===== src/rtl/gpr_wb_arbiter.sv =====
// GPR write-port arbiter: round-robin between EXU and LSU writeback, plus a
// per-register pending-write scoreboard used for RAW hazard detection.
module gpr_wb_arbiter #(
  parameter int GPR_ADDR_WIDTH = 5,
  parameter int DATA_WIDTH     = 32
) (
  input  logic                      wbarb_clk,
  input  logic                      wbarb_rst,
  input  logic                      iss_valid,
  input  logic [GPR_ADDR_WIDTH-1:0] iss_rd,
  output logic                      iss_ready,
  input  logic [GPR_ADDR_WIDTH-1:0] chk_raddr1,
  input  logic [GPR_ADDR_WIDTH-1:0] chk_raddr2,
  output logic                      chk_busy1,
  output logic                      chk_busy2,
  input  logic                      exu_valid,
  input  logic [GPR_ADDR_WIDTH-1:0] exu_rd,
  input  logic [DATA_WIDTH-1:0]     exu_wdata,
  output logic                      exu_ready,
  input  logic                      lsu_valid,
  input  logic [GPR_ADDR_WIDTH-1:0] lsu_rd,
  input  logic [DATA_WIDTH-1:0]     lsu_wdata,
  output logic                      lsu_ready,
  output logic                      gpr_wen,
  output logic [GPR_ADDR_WIDTH-1:0] gpr_waddr,
  output logic [DATA_WIDTH-1:0]     gpr_wdata,
  output logic [GPR_ADDR_WIDTH:0]   pend_cnt,
  output logic                      wb_err
);

  localparam int NREG = 1 << GPR_ADDR_WIDTH;
  localparam logic [GPR_ADDR_WIDTH:0] CNT_ONE = {{GPR_ADDR_WIDTH{1'b0}}, 1'b1};

  logic [NREG-1:0]           busy_q, busy_d;
  logic [GPR_ADDR_WIDTH:0]   pend_q, pend_d;
  logic                      err_q, err_d;
  logic                      rr_q, rr_d;
  logic                      wen_q, wen_d;
  logic [GPR_ADDR_WIDTH-1:0] waddr_q, waddr_d;
  logic [DATA_WIDTH-1:0]     wdata_q, wdata_d;

  logic                      exu_gnt, lsu_gnt, gnt;
  logic [GPR_ADDR_WIDTH-1:0] gnt_rd;
  logic [DATA_WIDTH-1:0]     gnt_data;
  logic                      sb_set, sb_clr;

  // rr_q == 0 favours EXU, rr_q == 1 favours LSU.
  always_comb begin
    exu_gnt  = !wbarb_rst && exu_valid && (!lsu_valid || !rr_q);
    lsu_gnt  = !wbarb_rst && lsu_valid && (!exu_valid || rr_q);
    gnt      = exu_gnt || lsu_gnt;
    gnt_rd   = lsu_gnt ? lsu_rd : exu_rd;
    gnt_data = lsu_gnt ? lsu_wdata : exu_wdata;
  end

  assign exu_ready = exu_gnt;
  assign lsu_ready = lsu_gnt;
  assign iss_ready = !wbarb_rst && ((iss_rd == '0) || !busy_q[iss_rd]);
  assign chk_busy1 = (chk_raddr1 != '0) && busy_q[chk_raddr1];
  assign chk_busy2 = (chk_raddr2 != '0) && busy_q[chk_raddr2];

  always_comb begin
    sb_set = iss_valid && iss_ready && (iss_rd != '0);
    // Only a write that actually retires a pending entry decrements the count;
    // an erroneous write to a non-busy register leaves it untouched.
    sb_clr = wen_q && busy_q[waddr_q];

    busy_d = busy_q;
    if (wen_q) busy_d[waddr_q] = 1'b0;
    if (sb_set) busy_d[iss_rd] = 1'b1;

    pend_d = pend_q;
    if (sb_set && !sb_clr)      pend_d = pend_q + CNT_ONE;
    else if (!sb_set && sb_clr) pend_d = pend_q - CNT_ONE;

    err_d   = err_q || (gnt && (gnt_rd != '0) && !busy_q[gnt_rd]);
    wen_d   = gnt && (gnt_rd != '0);
    waddr_d = wen_d ? gnt_rd : waddr_q;
    wdata_d = wen_d ? gnt_data : wdata_q;

    rr_d = rr_q;
    if (exu_gnt)      rr_d = 1'b1;
    else if (lsu_gnt) rr_d = 1'b0;
  end

  always_ff @(posedge wbarb_clk) begin
    if (wbarb_rst) begin
      busy_q  <= '0;
      pend_q  <= '0;
      err_q   <= 1'b0;
      rr_q    <= 1'b0;
      wen_q   <= 1'b0;
      waddr_q <= '0;
      wdata_q <= '0;
    end else begin
      busy_q  <= busy_d;
      pend_q  <= pend_d;
      err_q   <= err_d;
      rr_q    <= rr_d;
      wen_q   <= wen_d;
      waddr_q <= waddr_d;
      wdata_q <= wdata_d;
    end
  end

  assign gpr_wen   = wen_q;
  assign gpr_waddr = waddr_q;
  assign gpr_wdata = wdata_q;
  assign pend_cnt  = pend_q;
  assign wb_err    = err_q;

endmodule


===== config.mk =====
export PLATFORM = sky130hd
export DESIGN_NAME = gpr_wb_arbiter
export DESIGN_NICKNAME = d
export VERILOG_FILES = /design/src/rtl/gpr_wb_arbiter.sv
export SDC_FILE = /design/constraint.sdc
export NUM_CORES = 1
export LEC_CHECK = 0
export CORE_MARGIN = 2
export CORE_UTILIZATION = 44
export CTS_CLUSTER_SIZE = 16
export DETAILED_ROUTE_END_ITERATION = 10
export PLACE_DENSITY = 0.78
export SYNTH_ARGS = -nofsm -noshare
export SYNTH_HDL_FRONTEND = slang
export SYNTH_SLANG_ARGS = --single-unit

===== constraint.sdc =====
create_clock -name wbarb_clk -period 5.1 [get_ports wbarb_clk]
set_input_delay 1.275 -clock wbarb_clk [delete_from_list [all_inputs] [get_ports wbarb_clk]]
set_output_delay 1.275 -clock wbarb_clk [all_outputs]
set_load 0.01 [all_outputs]

==> metrics.cfg, run 1 <==
[synth]
synth-seq-cells=78
synth_simple_gate_area_share_pct=19.1
synth.most_common_cell=dfxtp_1
syn_avg_cell_area_um2=9.29
synth_fa_ha_area_share_pct=1.68
ys_async_sr_fraction_pct=0
ys_seq_area_share_pct=31.8
synth_common_cells=dfxtp_1, o21ai_0, nor2_1
synth_top_family_by_area=multiplexers
synth_top_area_share_pct=31.8
netlist.top_cell.by_area=dfxtp_1
muxShareOfSynthArea_pct=26.4
synth_cell_types=48
ys_top_cells_by_area=dfxtp_1, mux4_2, mux2i_1, o21ai_0, a211oi_1
synth_xor_area_share_pct=0.893
synthesis.instances=528
syn_nets=628
synth_edf_count=0
ys.flop_type=dfxtp_1
synth_compound_area_share_pct=16.9
ys_warn_count=0
synth.cell_area_mm2=0.00490

[floorplanning]
start_util_pct=45.2
die_w_um=110
die_y_um=110
dieArea_mm2=0.0120
rows=38
ios=144
coreArea_mm2=0.0108

[clocking]
cts_tree=yes
root_buffer=clkbuf_8
clk_pin_slew_ps=80
postCtsHoldBufs=0
clock_latency_ps=360
clock-sinks=78
post_cts_buffers=0
cts_buffers=9
cts_max_level=3
cts_buffer_depth=2

[power]
p_int_w=0.00115
combPwrFrac_pct=24.5
leakagePower_nw=2.34
swShare_pct=28.4
pwr-share-seq_pct=42.5
power_per_cell_area_mw_per_mm2=237
vdd_drop_max_v=0.000176
p_clk_share_pct=33.1
switchingPower_w=0.000457

[placed_design]
post-place-ws_ps=-255
portBuffers=143
gp_congestion=0.968
hpwl_um=11800

[grt]
grt_pass1_vias=4833
track_usage_pct=26.8
grt_pass1_wl_um=24900
grt_max_degree=71
antenna_found_initial=0
grt_overflow=0

[routing]
viasPerCell=6.11
drtPass1Iterations=5
vias=4939
wl_um=15700
remaining_drc_errors=0
drt_iter0_drc=564
wl_per_cell_um=19.5
drtAntennaViolNets=0

[timing]
slew_viol_final=0
finalSetupViolCount=0
worst_pin_slew_ps=866
rsz0062_at_grt=no
hold_viol=0
relSlewSlack_pct=42.2
fin_ws_ps=117
skew_ps=4.22
fin_crit_ps=4980
timing.final.crit_share_pct=97.7
hold_ws_ps=500
max_freq_mhz=201

[final_layout]
drive_above_1_share_pct=13.0
area_growth_pct=38.3
layout.nets=763
num-fill-cells=928
fin_util_pct=62.6
n_antenna_cell=0

[run]
maxCapViolations=0

[critical_path]
slowest_delay_ps=540
cp.arrival_ps=3710
crit_slowest_cell=mux4_2
cp_cell_sequence=clkdlybuf4s50_1, buf_12, mux4_2, mux4_2, mux2_2, clkdlybuf4s50_1
crit_buf_inv=3
cp_max_fo=9
cp-end-kind=output port
crit_required_ps=3830
startpoint_type=primary input
critPathKind=primary input to output port
path_delay_family=multiplexers

[run_status]
status=finished clean

[min_path]
hp-class=register to register

-- timing repair --
action                                  CTS  global route
resized for setup                         1             2
pin swaps                                 0             1
endpoints found under the setup margin    1             1
-- power by group through the flow --
stage          Sequential, W  Combinational [W]  Clock [W]
6_report            0.000683           0.000394   0.000532
5_1_grt             0.000689           0.000426   0.000561
4_1_cts             0.000682           0.000392   0.000537
3_5_place_dp        0.000696           0.000390          0
3_3_place_gp        0.000694           0.000381          0
2_1_floorplan       0.000692           0.000186          0
-- tightest hold or removal path: stages (launching register included) --
cell and delay (ps):
dfxtp_1 310, nor2_1 90, a211oi_1 50
-- worst paths after layout --
kind / startpoint / endpoint / slack [ps] / cells past startpoint
worst max-delay path: chk_raddr2[0] / chk_busy2 / 120 / 6
worst min-delay path: gpr_wdata[7] / gpr_wdata[7] / 500 / 2
worst max register to register: gpr_waddr[0] / pend_cnt[5] / 1270 / 15
worst min register to register: gpr_wdata[7] / gpr_wdata[7] / 500 / 2
-- layout by cell type (no fill, tap or decap), drive strengths merged, types with 2 or more instances in the layout --
cell	synthesis	routed
mux2i	37	37
a31oi	2	2
and2	3	3
inv	3	3
nand2b	7	7
dfxtp	78	78
o22ai	2	2
nand3	18	18
a22oi	3	3
nand3b	16	16
nor3b	5	5
and3	5	5
o21ai	60	60
nand4	5	5
nand2	37	37
bufinv	0	2
buf	3	18
clkinv	0	3
a21oi	17	17
nor2b	26	26
or3b	2	2
a41oi	2	2
a211oi	36	36
xor2	2	2
xnor2	3	3
clkbuf	33	11
nor2	51	51
o21bai	2	2
ha	5	5
or3	2	2
clkdlybuf4s50	0	141
nor3	3	3
mux2	8	8
o2111ai	2	2
mux4	37	37
-- through the flow --
| stage | cells | area (um^2) | total power (W) | TNS, ps |
|---|---|---|---|---|
| 6_report | 808 | 6780 | 0.00161 | 0 |
| 5_1_grt | 808 | 6780 | 0.00168 | 0 |
| 4_1_cts | 808 | 6780 | 0.00161 | 0 |
| 3_5_place_dp | 792 | 6550 | 0.00109 | -479 |
| 3_3_place_gp | 792 | 6550 | 0.00107 | -278 |
| 2_1_floorplan | 528 | 4900 | 0.000878 | 0 |
-- area by class of cell --
cell class / instances / area, um^2 / share of cell area, %
Clock buffer: 11 / 141 / 2.08
Tap cell: 140 / 175 / 2.58
Multi-Input combinational cell: 411 / 3220 / 47.5
Timing Repair Buffer: 160 / 1590 / 23.4
Clock inverter: 5 / 82.6 / 1.22
Sequential cell: 78 / 1560 / 23.0
Inverter: 3 / 11.3 / 0.166
-- cells by family after synthesis --
family / after synthesis
compound gates: 135
xor+xnor: 5
fa+ha+maj: 6
buf+inv: 39
flops: 78
mux: 82
simple gates: 183
-- metal layers --
layer,track usage (%),wire length (um),vias up
li1,-,-,2262
met1,33.3,5990,2331
met2,44.8,7660,294
met3,7.53,1640,52
met4,9.40,427,0
met5,0,0,-
-- flip-flops by register name, summed over array words and instances, names as in the netlist --
register	flops
gpr_wen	1
pend_cnt	6
gpr_waddr	5
gpr_wdata	32
wb_err	1
busy_q	32
rr_q	1
Power figures use the tool's default switching activity.
==> run 2: changes to the inputs <==
--- a/config.mk
+++ b/config.mk
@@ -5,11 +5,12 @@
 export SDC_FILE = /design/constraint.sdc
 export NUM_CORES = 1
 export LEC_CHECK = 0
+export ABC_AREA = 1
 export CORE_MARGIN = 2
 export CORE_UTILIZATION = 44
 export CTS_CLUSTER_SIZE = 16
 export DETAILED_ROUTE_END_ITERATION = 10
-export PLACE_DENSITY = 0.78
+export PLACE_DENSITY = 0.77
 export SYNTH_ARGS = -nofsm -noshare
 export SYNTH_HDL_FRONTEND = slang
 export SYNTH_SLANG_ARGS = --single-unit
==> metrics.cfg, run 2 <==
[placed_design]
placed_cell_area_mm2=0.00672  ; +2.5%
hpwl_um=13100  ; +11%
gp_congestion=1.04  ; +7.5%
portBuffers=143  ; unchanged
dp_cells=1119  ; +41%

[critical_path]
cp_cell_sequence=clkdlybuf4s50_1, inv_1, nor3_1, nand2_1, nand2_1, nor2_1, nand3_1, a21oi_1, clkdlybuf4s50_1
critPathKind=primary input to output port
startpoint_type=primary input
cp-end-kind=output port
rr_worst_depth=18  ; +3
crit_slowest_cell=nor3_1
crit_required_ps=3830  ; about the same
slowest_delay_ps=550  ; about the same
cp.arrival_ps=3390  ; -320 ps
cp_max_fo=5  ; -4

[clocking]
cts_buffers=9  ; unchanged
post_cts_buffers=0  ; unchanged
postCtsHoldBufs=0  ; unchanged
cts_max_level=3  ; unchanged
cts_tree=yes
cts_buffer_depth=2  ; unchanged
clock-sinks=78  ; unchanged
post_cts_resized=0  ; -1
clk_pin_slew_ps=60  ; -20 ps
root_buffer=clkbuf_16
clock_latency_ps=340  ; -20 ps

[power]
pwr-share-seq_pct=38.2  ; -4.3 points
swShare_pct=29.3  ; +0.89 points
combPwrFrac_pct=24.9  ; +0.4 points
p_int_w=0.00124  ; +8.1%
p_clk_share_pct=36.9  ; +3.8 points
leakagePower_nw=2.91  ; +25%
switchingPower_w=0.000516  ; +13%
vdd_drop_max_v=0.000148  ; -16%
power_per_cell_area_mw_per_mm2=251  ; +5.8%

[timing]
relSlewSlack_pct=37.5  ; -4.7 points
worst_pin_slew_ps=930  ; +63.8 ps
setup_tns_ps=0  ; unchanged
finalSetupViolCount=0  ; unchanged
skew_ps=8.99  ; +4.77 ps
hold_ws_ps=490  ; -9.50 ps
slew_viol_final=0  ; unchanged
max_freq_mhz=214  ; +6.9%
timing.final.crit_share_pct=91.4  ; -6.3 points
fin_crit_ps=4660  ; -321 ps
rsz0062_at_grt=no
hold_viol=0  ; unchanged

[synth]
ys_warn_count=0  ; unchanged
ys.flop_type=dfxtp_1
syn_nets=954  ; +52%
ys_async_sr_fraction_pct=0  ; unchanged
synth.cell_area_mm2=0.00519  ; +5.8%
synth_top_area_share_pct=30.1  ; -1.8 points
synth_edf_count=0  ; unchanged
ys_top_cells_by_area=dfxtp_1, nand2_1, o21ai_0, nor2_1, a21oi_1
synth-seq-cells=78  ; unchanged
synthesis.instances=854  ; +62%
netlist.top_cell.by_area=dfxtp_1
synth_cell_types=36  ; -25%
synth.most_common_cell=nand2_1
synth_common_cells=nand2_1, nor2_1, o21ai_0
ys_seq_area_share_pct=30.1  ; -1.8 points
syn_avg_cell_area_um2=6.08  ; -35%

[final_layout]
stdcell_area_mm2=0.00702  ; +3.4%
n_antenna_cell=0  ; unchanged
area_growth_pct=35.2
layout.cells.non_filler=1134  ; +40%
layout_common_cells=nand2_1, clkdlybuf4s50_1, nor2_1, o21ai_0, inv_1
layout_commonest_cell=nand2_1
layout.nets=1087  ; +42%
num-fill-cells=1098  ; +18%
drive_above_1_share_pct=4.94  ; -8.1 points

[min_path]
hp-class=register to register
hold_depth=2  ; unchanged

[routing]
drtAntennaViolNets=0  ; unchanged
viasPerCell=5.43  ; -11%
drt_iter0_drc=666  ; +18%
wl_um=18100  ; +15%
drtPass1Iterations=5  ; unchanged
wl_per_cell_um=16.0  ; -18%
remaining_drc_errors=0  ; unchanged
vias=6155  ; +25%

[grt]
track_usage_pct=28.2  ; +1.4 points
grt_pass1_wl_um=28800  ; +16%
grt_pass1_vias=5607  ; +16%
antenna_found_initial=0  ; unchanged
grt_overflow=0  ; unchanged
grt_max_degree=43  ; -39%

[floorplanning]
ios=144  ; unchanged
dieArea_mm2=0.0127  ; +5.6%
start_util_pct=45.3  ; about the same
coreArea_mm2=0.0115  ; +5.8%
rows=39  ; +2.6%
die_w_um=113  ; +2.8%
die_y_um=113  ; +2.8%

[run]
maxCapViolations=0  ; unchanged

[run_status]
status=finished clean

## run 2: changes by cell type after synthesis, sizes merged, moves of 16 or more
cell / before / now
o21ai: 60 / 96
nand3b: 16 / 0
a31oi: 2 / 36
a21oi: 17 / 72
a211oi: 36 / 4
nor2b: 26 / 0
nor2: 51 / 119
inv: 3 / 83
nand3: 18 / 60
mux2i: 37 / 0
nand2: 37 / 212
mux4: 37 / 0
## run 2: final timing paths
path,from,to,slack [ps]
setup / recovery,iss_rd[3],iss_ready,440
hold / removal,rr_q,rr_q,490
setup reg to reg,gpr_waddr[4],pend_cnt[5],1610
hold reg to reg,rr_q,rr_q,490
## run 2: power by group through the flow
stage          clock network (W)  registers [W]  logic (W)
6_report                0.000650       0.000672   0.000439
5_1_grt                 0.000685       0.000677   0.000483
4_1_cts                 0.000655       0.000672   0.000437
3_5_place_dp                   0       0.000685   0.000434
3_3_place_gp                   0       0.000684   0.000434
2_1_floorplan                  0       0.000698   0.000220
## run 2: per-layer routing
layer / wire length (um) / GRT usage, % / up-vias
met3: 1960 / 7.18 / 53
met5: 0 / 0 / -
met4: 553 / 10.1 / 0
li1: - / - / 3098
met1: 7230 / 36.6 / 2682
met2: 8360 / 45.7 / 322
## run 2: metrics by stage
stage	worst slack [ps]	utilization (%)	total power [W]
final	438	61.2	0.00176
after floorplan	1260	-	0.000918
after detailed placement	464	58.6	0.00112
after global placement	483	58.6	0.00112
after CTS	461	61.2	0.00176
after global routing	225	61.2	0.00184
## run 2: worst max-delay path: cells and delay by family
| family | cells | cell delay, ps |
|---|---|---|
| AO/OA/AOI/OAI | 1 | 70 |
| buffers and inverters | 3 | 1140 |
| AND/OR/NAND/NOR | 5 | 900 |
## run 2: logic make-up after synthesis
| group | after synthesis | share of synthesized area [%] |
|---|---|---|
| and+or+nand+nor | 412 | 32.7 |
| adders and majority gates | 6 | 1.59 |
| xor gates and xnor gates | 6 | 1.01 |
| buffers and inverters | 125 | 10.5 |
| AOI/OAI and AO/OA | 227 | 24.1 |
| DFF | 78 | 30.1 |
## run 2: final cells by class
type                    count  area, um^2  area share [%]
multi-input cells         651        3090            44.0
repair buffers            163        1580            22.5
flip-flops and latches     78        1560            22.3
inverters                  84         315            4.49
clock buffers              10         239            3.41
well taps                 143         179            2.55
clock inverters             5        58.8           0.838
